===== config.mk =====
export PLATFORM = sky130hd
export DESIGN_NAME = fft64_bf_sched
export DESIGN_NICKNAME = d
export VERILOG_FILES = /design/src/rtl/fft64_bf_sched.sv
export SDC_FILE = /design/constraint.sdc
export NUM_CORES = 1
export LEC_CHECK = 0
export BUFFER_PORTS_ARGS = -buffer_cell sky130_fd_sc_hd__buf_4
export CAP_MARGIN = 20
export CORE_MARGIN = 4
export CORE_UTILIZATION = 35
export DETAILED_ROUTE_END_ITERATION = 16
export PLACE_DENSITY_LB_ADDON = 0.25
export SYNTH_ARGS = -nofsm -noshare
export SYNTH_HDL_FRONTEND = slang
export SYNTH_SLANG_ARGS = --single-unit
export TNS_END_PERCENT = 30

===== constraint.sdc =====
create_clock -name clk -period 3 [get_ports clk]
set_input_delay 0.15 -clock clk [delete_from_list [all_inputs] [get_ports clk]]
set_output_delay 0.15 -clock clk [all_outputs]
set_load 0.005 [all_outputs]

===== src/rtl/fft64_bf_sched.sv =====
// fft64_bf_sched: address and strobe sequencer for the one shared radix-2 butterfly
// of an in-place, memory-based DIF FFT (64 points by default).
//
// For each of LOG2N stages the block issues 2^(LOG2N-1) back-to-back dual-port reads
// with a twiddle index. Every read returns as a dual-port write PIPE_LAT cycles later.
// A PIPE_LAT-cycle drain between stages lets all writes of one stage land before the
// next stage starts reading.
//
// Ports
//   clk, rst               clock (rising edge); asynchronous active-high reset
//   start                  starts one transform; only looked at in IDLE
//   busy, done             busy runs from the cycle after start is accepted through done;
//                          done is a one-cycle pulse after the last write-back
//   stage                  index of the current stage
//   rd_en, rd_addr_0/1     read strobe and the upper/lower butterfly input addresses
//   tw_idx                 twiddle ROM index, valid in the same cycle as rd_en
//   wr_en, wr_addr_0/1     rd_en and read addresses delayed by PIPE_LAT cycles
//
// state | meaning
// IDLE  | waiting for start
// RUN   | one butterfly read per cycle; b counts 0 .. 2^(LOG2N-1)-1
// DRAIN | no reads for PIPE_LAT cycles while the pipeline empties
// DONE  | one-cycle done pulse, then back to IDLE
module fft64_bf_sched #(
  parameter int LOG2N    = 6,
  parameter int PIPE_LAT = 2
) (
  input  logic             clk,
  input  logic             rst,
  input  logic             start,
  output logic             busy,
  output logic             done,
  output logic [2:0]       stage,
  output logic             rd_en,
  output logic [LOG2N-1:0] rd_addr_0,
  output logic [LOG2N-1:0] rd_addr_1,
  output logic [LOG2N-2:0] tw_idx,
  output logic             wr_en,
  output logic [LOG2N-1:0] wr_addr_0,
  output logic [LOG2N-1:0] wr_addr_1
);

  localparam int BW = LOG2N - 1;
  localparam int CW = (PIPE_LAT > 1) ? $clog2(PIPE_LAT) : 1;
  localparam logic [BW-1:0] B_LAST = '1;
  localparam logic [2:0]    S_LAST = 3'(LOG2N - 1);
  localparam logic [CW-1:0] D_LOAD = CW'(PIPE_LAT - 1);

  typedef enum logic [1:0] {IDLE, RUN, DRAIN, DONE} state_t;

  state_t        state_q, state_d;
  logic [2:0]    stage_q, stage_d;
  logic [BW-1:0] b_q, b_d;
  logic [CW-1:0] cnt_q, cnt_d;

  always_ff @(posedge clk or posedge rst) begin
    if (rst) begin
      state_q <= IDLE;
      stage_q <= '0;
      b_q     <= '0;
      cnt_q   <= '0;
    end else begin
      state_q <= state_d;
      stage_q <= stage_d;
      b_q     <= b_d;
      cnt_q   <= cnt_d;
    end
  end

  always_comb begin
    state_d = state_q;
    stage_d = stage_q;
    b_d     = b_q;
    cnt_d   = cnt_q;
    case (state_q)
      IDLE: begin
        if (start) state_d = RUN;
      end
      RUN: begin
        if (b_q == B_LAST) begin
          state_d = DRAIN;
          cnt_d   = D_LOAD;
        end else begin
          b_d = b_q + 1'b1;
        end
      end
      DRAIN: begin
        if (cnt_q == '0) begin
          if (stage_q == S_LAST) begin
            state_d = DONE;
          end else begin
            state_d = RUN;
            stage_d = stage_q + 1'b1;
            b_d     = '0;
          end
        end else begin
          cnt_d = cnt_q - 1'b1;
        end
      end
      DONE: begin
        state_d = IDLE;
        stage_d = '0;
        b_d     = '0;
      end
      default: state_d = IDLE;
    endcase
  end

  assign rd_en = (state_q == RUN);
  assign busy  = (state_q != IDLE);
  assign done  = (state_q == DONE);
  assign stage = stage_q;

  // Butterfly span is 2^p with p = LOG2N-1-stage. The upper address is b with a zero
  // inserted at bit p: bits of b below p stay in place, bits at p and above move up one.
  logic [2:0]       p;
  logic [LOG2N-1:0] unit, low_mask, b_ext, addr0;

  assign p        = S_LAST - stage_q;
  assign unit     = LOG2N'(1) << p;
  assign low_mask = unit - LOG2N'(1);
  assign b_ext    = {1'b0, b_q};
  assign addr0    = ((b_ext & ~low_mask) << 1) | (b_ext & low_mask);

  // Addresses are forced to zero outside RUN, so reset and idle outputs are all zero.
  assign rd_addr_0 = rd_en ? addr0 : '0;
  assign rd_addr_1 = rd_en ? (addr0 | unit) : '0;
  assign tw_idx    = rd_en ? ((b_q & low_mask[BW-1:0]) << stage_q) : '0;

  // Write-back delay line. It is the only source of the write port, so an async reset
  // drops wr_en immediately and discards any writes still in flight.
  logic             dl_en [PIPE_LAT];
  logic [LOG2N-1:0] dl_a0 [PIPE_LAT];
  logic [LOG2N-1:0] dl_a1 [PIPE_LAT];

  always_ff @(posedge clk or posedge rst) begin
    if (rst) begin
      for (int i = 0; i < PIPE_LAT; i++) begin
        dl_en[i] <= 1'b0;
        dl_a0[i] <= '0;
        dl_a1[i] <= '0;
      end
    end else begin
      dl_en[0] <= rd_en;
      dl_a0[0] <= rd_addr_0;
      dl_a1[0] <= rd_addr_1;
      for (int i = 1; i < PIPE_LAT; i++) begin
        dl_en[i] <= dl_en[i-1];
        dl_a0[i] <= dl_a0[i-1];
        dl_a1[i] <= dl_a1[i-1];
      end
    end
  end

  assign wr_en     = dl_en[PIPE_LAT-1];
  assign wr_addr_0 = dl_a0[PIPE_LAT-1];
  assign wr_addr_1 = dl_a1[PIPE_LAT-1];

endmodule

# Word-level counts from Yosys, hierarchy flattened

Cells that the tools add are included.

Bits in registers: 37
Bits in latches: 0
RAM bits: 0
Memory bits (read-only): 0
Bits of input ports: 3
Output and inout port bits: 36
Word-level logic and storage cells: 60
Memories kept: 0

$add $sub $neg: 5
Multiply operators: 0
Div/mod/pow operators: 0
Magnitude comparators: 0
Equal/unequal tests: 10
Shifts and indexed selects: 2
Muxes and demuxes: 18
Bitwise logic cells: 6
Reduce and logical (&&, ||, !) cells: 9

Operator list:

| kind                | count |
|---|---|
| $mux 5              | 4 |
| $pmux 5 s3          | 1 |
| $mux 6              | 2 |
| $or 6x6->6          | 2 |
| $and 5x5->5         | 2 |
| $mux 2              | 4 |
| $ne 2x2->1 const B  | 4 |
| $pmux 2 s4          | 1 |
| $and 5x6->6         | 1 |
| $mux 3              | 2 |
| $pmux 3 s2          | 1 |
| $reduce_and 3->1    | 2 |
| $reduce_bool 2->1   | 3 |
| $shl 1x3->6 const A | 1 |
| $sub 6x1->6 const B | 1 |
| $add 5x1->5 const B | 1 |
| $eq 5x5->1 const B  | 1 |
| $not 5->5           | 1 |
| $shl 5x3->5         | 1 |
| $eq 2x2->1 const B  | 2 |
| $reduce_and 4->1    | 1 |
| $add 3x1->3 const B | 1 |
| $eq 3x3->1 const B  | 1 |
| $reduce_bool 3->1   | 1 |
| 8 further kinds     | 9 |

# Logic depth before layout (Yosys ltp)

Word-level depth: 8
Gate-level depth with buffers: 10
Gate-level depth less buffers: 8

# Worst setup path after synthesis

Ideal clock, no wire load.

Kind: register to output
Start: register stage_q[1], in the netlist stage[1]
End: output rd_addr_1[4]
Arrival: 2.516 ns
Data required time: 2.850 ns
Slack: 0.334 ns
Cell stages (with the launch flop): 11
Path buffers: 2
Cell sequence: dfrtp_1 > clkbuf_1 > inv_1 > ha_1 > buf_2 > or2b_1 > ha_1 > nor3b_1 > a22oi_1 > o22ai_1 > a31o_2

Longest elaborated chain between the ends: 8
Elaborated cells on any way between the ends: 9
Classes of those cells: 2 x add/sub; 1 x shift; 1 x mux; 5 x bitwise

Ends and longest elaborated chain:

| element                | RTL line | text |
|---|---|---|
| from (decl)            | 52       | `logic [2:0] stage_q, stage_d;` |
| from (signal assigned) | 64       | `stage_q <= stage_d;` |
| $sub 3x3->3 (*)        | 119      | `assign p = S_LAST - stage_q;` |
| $shl 1x3->6 (*)        | 120      | `assign unit = LOG2N'(1) << p;` |
| $sub 6x1->6            | 121      | `assign low_mask = unit - LOG2N'(1);` |
| $not 5->5              | 123      | `assign addr0 = ((b_ext & ~low_mask) << 1) \| (b_ext & low_mask);` |
| $and 5x5->5            | 123      |  |
| $or 6x6->6             | 123      |  |
| $or 6x6->6 (*)         | 127      | `assign rd_addr_1 = rd_en ? (addr0 \| unit) : '0;` |
| $mux 6 (*)             | 127      |  |
| to (decl)              | 36       | `output logic [LOG2N-1:0] rd_addr_1,` |

Mark *: on every way between the ends. The rest lies on a longest branch, timed or not.

# Worst setup path after layout

Same ends and word-level chain as after synthesis.

==> impl_metrics.yaml <==
status:
  status: "finished, final reports clean"
floorplan:
  num_io_pins: 39
  start_util_pct: 36.93
  die-width_um: 79.53
  die_y_um: 79.53
  coreArea_um2: 4848
  die_area_um2: 6324
  fp-row-count: 25
sta:
  setup_ws_ns: 0.1303
  drv_slew: 0
  finClkSkew_ns: 0.005747
  fin_crit_ns: 2.870
  slew_headroom_pct: 69.69
  setup_violations: 0
  hold_viol_final: 0
  fmaxAchievable_mhz: 348.5
  fin_crit_sh_pct: 95.66
  tightest_slew_ns: 0.4547
synth:
  syn-mean-instance-area_um2: 10.79
  synth_edf_count: 0
  synth_cell_type_count: 46
  ys.flop_type: "dfrtp_1"
  netlist_instances: 166
  syn-cell-area_um2: 1790
  async_flop_share_pct: 100.0
  yosys-top-cells-area: "dfrtp_1, ha_1, buf_4"
  yosysSeqAreaShare_pct: 51.71
  yosysTopAreaCell: "dfrtp_1"
  synth_warnings: 0
  yosysMostFrequentCell: "dfrtp_1"
  ys_seq_elements: 37
  synth_top_cell_area_share_pct: 51.71
  syn-num-nets: 177
  ys_top_cells_by_count: "dfrtp_1, buf_4, a21oi_1"
routing:
  wl_um: 4108
  drt-vias-per-instance: 5.000
  firstDrtPassIters: 4
  drtIter0Drc: 62
  vias: 1335
  dr.max_layer_used: "met4"
  wl_met2_um: 1849
  drc: 0
  wl_per_cell_um: 15.39
  ant_nets: 0
  wl_met1_um: 1956
  route.met3.wl_um: 245
global_route:
  antenna_found_initial: 0
  grt_max_degree: 38
  grt_pass1_wl_um: 6920
  first_global_vias: 1338
  grt-ovfl-total: 0
  grt_use_total_pct: 14.39
min_path:
  min-delay-start: "start"
  min_path_type: "in2reg"
power:
  powerDensity_nw_per_um2: 429.2
  ir_drop_mv: 0.1800
  p_sw_share_pct: 19.67
  power_frac_seq_pct: 51.8
  p_leak_nw: 1.002
  p_sw_w: 0.0001891
  combPwrFrac_pct: 1.4
  power_frac_clock_pct: 46.7
  p_total_w: 0.0009614
  p_int_w: 0.0007723
clocking:
  cts.sinks: 37
  clk_latency_ns: 0.29
  cts_tree: "built"
  h-tree-depth: 2
  cts-root-buf: "clkbuf_8"
  cts_setup_buffers: 0
  cts_buffers: 5
  cts_buffer_depth: 2
  clk_pin_slew_ns: 0.08
final_layout:
  fin_nets: 210
  area_growth_pct: 25.09
  n_antenna_cell: 0
  fill_cells: 468
  drive_above_1_share_pct: 34.00
  area.sequential_um2: 928.4
  final_area_um2: 2240
  multi_input_area_um2: 721.9
worst_setup_path:
  crit_path_max_fanout: 6
  path_class: "reg2out"
  end_kind: "primary output"
  regToRegSetupSlack_ns: 0.59
  r2r-start: "stage[1]"
  startpoint: "stage[1]"
  cp_data_arrival_time_ns: 2.72
  critPathLaunchType: "flip-flop"
  worstPathRequired_ns: 2.85
place:
  port_buffers: 38
  place_area_um2: 2091
  post-place-ws_ns: 0.3427
  place.gp.congestion: 0.8518
  hpwl_um: 2965
flow_run:
  maxCapViolations: 0
final timing paths:
kind                                     end  depth (start not counted)
worst max register to register     dl_a1[10]                          8
worst min-delay path              state_q[0]                          3
worst min register to register  wr_addr_1[5]                          0
worst max-delay path            rd_addr_1[4]                          9
min in group asynchronous              wr_en                          4
max in group asynchronous           stage[0]                          4
area by class of cell:
cell class,count,area share [%]
Sequential cell,37,41.45
Multi-Input combinational cell,99,32.23
Timing Repair Buffer,46,15.53
Tap cell,67,3.743
Clock buffer,6,3.687
Clock inverter,2,1.676
Inverter,10,1.676
registers in the layout, indices dropped and copies added (netlist names):
signal,cells
b_q,5
cnt_q,1
dl_a0,6
dl_a1,6
dl_en,1
stage,3
state_q,2
wr_addr_0,6
wr_addr_1,6
wr_en,1
worst max-delay path: stages (launching register included):
cell     delay [ns]
dfrtp_1        0.38
inv_1          0.14
ha_1           0.28
or2b_1         0.33
ha_1           0.31
nor3b_2        0.20
a22oi_2        0.26
o22ai_2        0.14
a31o_2         0.25
buf_4          0.14
routing by layer:
layer	global-route usage, %	vias up
li1	-	639
met1	19.39	645
met2	21.20	45
met3	4.402	6
met4	6.186	0
met5	0	-
power groups by stage:
stage	Sequential, W	Clock, W	Combinational, W
4_1_cts	0.000498	0.000462	0.0000146
3_3_place_gp	0.000508	0	0.0000132
2_1_floorplan	0.000508	0	0.00000776
6_report	0.000498	0.000449	0.0000136
5_1_grt	0.000498	0.000488	0.0000166
3_5_place_dp	0.000508	0	0.0000136
layout by cell type, fill, tap and decap left out, types with 2 or more instances in the layout:
cell type  synthesis  final
buf_4             12     45
dfrtp_1           37     35
a21oi_1           10     10
o21ai_0            9      9
inv_1              9      9
ha_1               8      8
nor2_1             7      7
nand2_1            6      6
clkbuf_8           0      6
a31oi_1            5      5
nor2b_1            4      4
nand2b_1           3      3
mux2i_1            3      3
and2_1             3      3
and3_1             3      3
or2_2              3      3
mux2_2             2      2
a22o_1             2      2
nor4_1             2      2
xor2_1             2      2
a21o_1             2      2
a31o_2             2      2
dfrtp_2            0      2
per-stage QoR:
stage / cells / setup TNS, ns / hold WS, ns / util, %
2_1_floorplan: 166 / 0 / 0.3297 / -
3_3_place_gp: 258 / 0 / 0.2859 / 43.12
3_5_place_dp: 258 / 0 / 0.2943 / 43.12
4_1_cts: 267 / 0 / 0.1467 / 45.81
5_1_grt: 267 / -0.02382 / 0.1540 / 46.19
6_report: 267 / 0 / 0.1451 / 46.19
timing repair:
action,4_1_cts,5_1_grt
hold endpoints to repair,37,0
hold buffers,1,0
resized for setup,0,5
endpoints found under the setup margin,0,4
cells by family (layout without fill, tap and decap cells):
group / after synthesis / in the layout / share of synthesized area [%]
simple gates: 41 / 41 / 13.91
mux: 5 / 5 / 2.935
fa+ha+maj: 8 / 8 / 5.591
flops: 37 / 37 / 51.71
xor+xnor: 2 / 2 / 0.9785
compound gates: 43 / 43 / 16.00
buf+inv: 30 / 64 / 8.874
No activity file was read; power rests on OpenSTA's default activity.
